--- config.mk ---
export PLATFORM = sky130hd
export DESIGN_NAME = alu_operand_fetch
export DESIGN_NICKNAME = d
export VERILOG_FILES = /design/src/rtl/risc_pkg.sv /design/src/rtl/operand_resolve.sv /design/src/rtl/alu_operand_fetch.sv
export SDC_FILE = /design/constraint.sdc
export NUM_CORES = 1
export LEC_CHECK = 0
export ABC_AREA = 1
export BUFFER_PORTS_ARGS = -buffer_cell sky130_fd_sc_hd__buf_4
export CAP_MARGIN = 40
export CORE_MARGIN = 2
export CORE_UTILIZATION = 55
export DETAILED_ROUTE_END_ITERATION = 8
export GPL_TIMING_DRIVEN = 1
export PLACE_DENSITY = 0.85
export SYNTH_ARGS = -nofsm -noshare
export SYNTH_HDL_FRONTEND = slang
export SYNTH_SLANG_ARGS = --single-unit
--- constraint.sdc ---
create_clock -name clk -period 3.96 [get_ports clk]
set_clock_uncertainty 0.1 [all_clocks]
set_input_delay 0.594 -clock clk [delete_from_list [all_inputs] [get_ports clk]]
set_output_delay 0.594 -clock clk [all_outputs]
set_load 0.005 [all_outputs]
--- src/rtl/risc_pkg.sv ---
// Shared definitions for the operand fetch path: default widths,
// fetch FSM encoding and the hardwired-zero register address.
package risc_pkg;
  localparam int DW_DEF   = 16;
  localparam int AW_DEF   = 3;
  localparam int REG_ZERO = 0;

  typedef enum logic [2:0] {
    IDLE  = 3'd0,
    RD_A  = 3'd1,
    RD_B  = 3'd2,
    CAP_B = 3'd3,
    VALID = 3'd4
  } state_t;
endpackage

--- src/rtl/operand_resolve.sv ---
// Picks the value for one source operand: hardwired zero, then the
// pending ALU writeback, then whatever the register file returned.
module operand_resolve
  import risc_pkg::*;
#(
  parameter int DW      = DW_DEF,
  parameter int AW      = AW_DEF,
  parameter bit R0_ZERO = 1'b1
) (
  input  logic [AW-1:0] addr,
  input  logic [DW-1:0] rf_rdata,
  input  logic          fwd_en,
  input  logic [AW-1:0] fwd_addr,
  input  logic [DW-1:0] fwd_data,
  output logic [DW-1:0] value
);
  // Priority mux: zero register beats the bypass, bypass beats the RF.
  always_comb begin
    value = rf_rdata;
    if (R0_ZERO && (addr == AW'(REG_ZERO)))
      value = '0;
    else if (fwd_en && (fwd_addr == addr))
      value = fwd_data;
  end
endmodule

--- src/rtl/alu_operand_fetch.sv ---
// Multicycle operand reader: fetches A then B (or immediate) through the
// single synchronous RF read port, applies bypass, and hands both operands
// to the ALU with a valid/ready handshake.
module alu_operand_fetch
  import risc_pkg::*;
#(
  parameter int DW      = DW_DEF,
  parameter int AW      = AW_DEF,
  parameter bit R0_ZERO = 1'b1
) (
  input  logic          clk,
  input  logic          rst_n,
  input  logic          start,
  input  logic [AW-1:0] rs_addr,
  input  logic [AW-1:0] rt_addr,
  input  logic [DW-1:0] imm,
  input  logic          use_imm,
  output logic [AW-1:0] rf_raddr,
  output logic          rf_re,
  input  logic [DW-1:0] rf_rdata,
  input  logic          fwd_en,
  input  logic [AW-1:0] fwd_addr,
  input  logic [DW-1:0] fwd_data,
  output logic [DW-1:0] opa,
  output logic [DW-1:0] opb,
  output logic          op_valid,
  input  logic          op_ready,
  output logic          busy
);
  localparam int NOPS = 2;  // operand A = 0, operand B = 1

  state_t                   state;
  logic [AW-1:0]            rs_q, rt_q;
  logic [DW-1:0]            imm_q;
  logic                     use_imm_q;
  logic [NOPS-1:0][AW-1:0]  res_addr;
  logic [NOPS-1:0][DW-1:0]  res_val;

  assign res_addr[0] = rs_q;
  assign res_addr[1] = rt_q;

  // One resolver per operand; both watch the same RF data and bypass bus,
  // the FSM picks which result to capture in which cycle.
  generate
    for (genvar i = 0; i < NOPS; i++) begin : g_res
      operand_resolve #(.DW(DW), .AW(AW), .R0_ZERO(R0_ZERO)) u_res (
        .addr     (res_addr[i]),
        .rf_rdata (rf_rdata),
        .fwd_en   (fwd_en),
        .fwd_addr (fwd_addr),
        .fwd_data (fwd_data),
        .value    (res_val[i])
      );
    end
  endgenerate

  // Fetch FSM. Read-port outputs are registered on entry to the state
  // that owns them, so RF data lands in the following state's capture.
  // op_valid rises one cycle into VALID, and the handshake only completes
  // once the ALU has actually seen it.
  always_ff @(posedge clk or negedge rst_n) begin
    if (!rst_n) begin
      state     <= IDLE;
      rs_q      <= '0;
      rt_q      <= '0;
      imm_q     <= '0;
      use_imm_q <= 1'b0;
      rf_raddr  <= '0;
      rf_re     <= 1'b0;
      opa       <= '0;
      opb       <= '0;
      op_valid  <= 1'b0;
      busy      <= 1'b0;
    end else begin
      case (state)
        IDLE: begin
          if (start) begin
            rs_q      <= rs_addr;
            rt_q      <= rt_addr;
            imm_q     <= imm;
            use_imm_q <= use_imm;
            rf_raddr  <= rs_addr;
            rf_re     <= 1'b1;
            busy      <= 1'b1;
            state     <= RD_A;
          end
        end
        RD_A: begin
          rf_raddr <= rt_q;
          rf_re    <= !use_imm_q;
          state    <= RD_B;
        end
        RD_B: begin
          rf_re <= 1'b0;
          opa   <= res_val[0];
          state <= CAP_B;
        end
        CAP_B: begin
          opb   <= use_imm_q ? imm_q : res_val[1];
          state <= VALID;
        end
        VALID: begin
          if (!op_valid) begin
            op_valid <= 1'b1;
          end else if (op_ready) begin
            op_valid <= 1'b0;
            busy     <= 1'b0;
            state    <= IDLE;
          end
        end
        default: begin
          rf_re    <= 1'b0;
          op_valid <= 1'b0;
          busy     <= 1'b0;
          state    <= IDLE;
        end
      endcase
    end
  end
endmodule

==> flow_summary.toml <==
[run_status]
run_status = "finished, final reports clean"

[timing]
fin_crit_sh = 0.5509
slew_violations = 0
tightest_slew_ns = 0.8443
hold_viol_final = 0
tns_ns = 0
rsz0062_at_grt = "false"
slew_headroom = 0.4371
fin_crit_ns = 2.182
setup_viol = 0
clock.fmax_ghz = 0.4584
worst_slack_ns = 1.778

[finish]
final_cell_mix = "nand2_1, buf_4, nand3_1, dfrtp_1, inv_1"
diodes = 0
layout_commonest_cell = "nand2_1"
n_fill_cell = 481
seqCellArea_um2 = 1602
syn2layout_area_growth_pct = 28.56
multi_input_area_um2 = 1405
layout.nets = 579
post_route_cells_drive_above_1_share = 0.2942

[route]
via_per_inst = 5.573
ant_nets = 0
drtIter0Drc = 233
routed_wl_mm = 9.173
drc = 0
wl_per_cell_um = 15.42
vias = 3316
drtPass1Iterations = 5

[setup_path]
r2r-start = "rs_q[2]"
reg2reg_to = "opa[7]"
cp_max_fo = 17
critPathKind = "flop to flop"
rr_worst_depth = 6
cp.arrival_ns = 2.36
critPathLaunchType = "flop"
r2r_setup_slack_ns = 1.78
end_kind = "flop"
crit_required_ns = 4.14

[pwr]
ir_drop_uv = 472.1
p_leak_nw = 2.310
power_density_nw_per_um2 = 758.5

[placed_design]
dp_hpwl_mm = 6.464
io_buffers = 100
dp_slack_ns = 1.683
place.gp.congestion = 0.8328

[cts]
cts_hold_buffers = 0
cts.repair.resized = 0
cts_root_buf = "clkbuf_8"
postCtsSetupBuffers = 0
cts_tree = "built"
clk_pin_slew_ns = 0.07
numCtsBuffers = 9
cts_buffer_depth = 2
h-tree-depth = 3
insertion_delay_ns = 0.35
cts_sinks = 64

[die]
num_io_pins = 101
die_h_um = 81.45
core_area_um2 = 5851
dieWidth_um = 81.45
rows = 28
die_area_um2 = 6634
start_util = 0.5639

[grt]
grt_max_degree = 65
grt_first_pass_wirelength_mm = 14.15
grt_pass1_vias = 3073
grt_use_total = 0.2853
grt_overflow = 0
antenna_found_initial = 0

[synthesis]
synth_edf_count = 0
synth.net_count = 484
avgSynthCellArea_um2 = 7.837
syn_area_um2 = 3299
synth.largest_area_cell = "dfrtp_1"
synth_cells = 421
synthDistinctLibCells = 27
synth_seq_area_share = 0.4854
synthArstFlopShare = 1.000
ys.flop_type = "dfrtp_1"
synthTopCellsByArea = "dfrtp_1, nand2_1, nand3_1, inv_1, a21oi_1"
yosysWarnings = 0
yosys_register_bits = 64
synth_top_cell_area_share = 0.4854

[worst_hold_path]
hold_path_class = "input pin to async pin"

[run]
max-cap-violations = 0
## cells by family (layout without fill, tap and decap cells)
| family | Yosys count | in the layout | share of synthesized area |
|---|---|---|---|
| compound gates | 47 | 47 | 0.08760 |
| flops | 64 | 64 | 0.4854 |
| buf+inv | 66 | 165 | 0.08874 |
| simple gates | 243 | 243 | 0.3356 |
| xor+xnor | 1 | 1 | 0.002655 |
## cell usage after synthesis (3+ instances only)
cell type	instances
nand2_2	8
inv_1	43
a21oi_2	11
o211ai_1	3
a21oi_1	23
inv_2	5
nor2_1	20
o21ai_0	6
nor2_2	4
buf_2	9
nand3_2	5
buf_4	5
nand3_1	64
dfrtp_1	64
nand2_1	135
## critical path, stage by stage (launching register included)
cell and delay, ns:
dfrtp_1 0.42, xor2_1 0.19, nor2_2 0.59, nand2_2 0.38
nand2_1 0.21, nand3_1 0.13, nand2_1 0.09
## registers in the layout (all words and copies together), names as in the netlist
signal     cells
rf_re          1
rs_q           3
opa           16
state          3
op_valid       1
imm_q         16
rt_q           3
rf_raddr       3
use_imm_q      1
opb           16
busy           1
## cell type report
cell class / instances / area share
inverters: 48 / 0.04248
flip-flops and latches: 64 / 0.3776
clock buffers: 12 / 0.03422
clock inverters: 3 / 0.01003
repair buffers: 102 / 0.1823
well taps: 75 / 0.02212
multi-input cells: 291 / 0.3313
## metal layers
metal  GRT usage  wire length (µm)  vias to the layer above
li1            -                 -                     1525
met1      0.3630              3612                     1573
met2      0.4762              4501                      188
met3     0.05824               774                       30
met4      0.1186               284                        0
met5           0                 0                        -
## where the power goes
part / leakage (nW) / total, mW / switching [mW] / internal (mW)
sequential: 0.777 / 1.22 / 0.245 / 0.974
combinational: 1.44 / 1.45 / 0.840 / 0.608
clock: 0.0925 / 0.550 / 0.246 / 0.304
total: 2.31 / 3.22 / 1.33 / 1.89
## worst max-delay path by stage
stage / end / cells past startpoint / from
2_1_floorplan: opa[7] / 6 / fwd_addr[2]
3_3_place_gp: rs_q[2] / 6 / start
3_5_place_dp: opa[11] / 8 / fwd_addr[0]
4_1_cts: opa[7] / 6 / rs_q[2]
5_1_grt: opa[7] / 6 / rs_q[2]
6_report: opa[7] / 6 / rs_q[2]
## per-stage QoR
step / util / total power [mW] / instance area [µm²] / hold slack, ns / cells
after floorplan: - / 2.094 / 3299 / 0.1984 / 421
after global placement: 0.6903 / 2.568 / 4039 / 0.3563 / 579
after detailed placement: 0.6929 / 2.654 / 4054 / 0.3615 / 580
after CTS: 0.7250 / 3.216 / 4242 / 0.2709 / 595
after global routing: 0.7250 / 3.444 / 4242 / 0.3066 / 595
final: 0.7250 / 3.217 / 4242 / 0.2177 / 595
(Power assumes the default switching activity.)
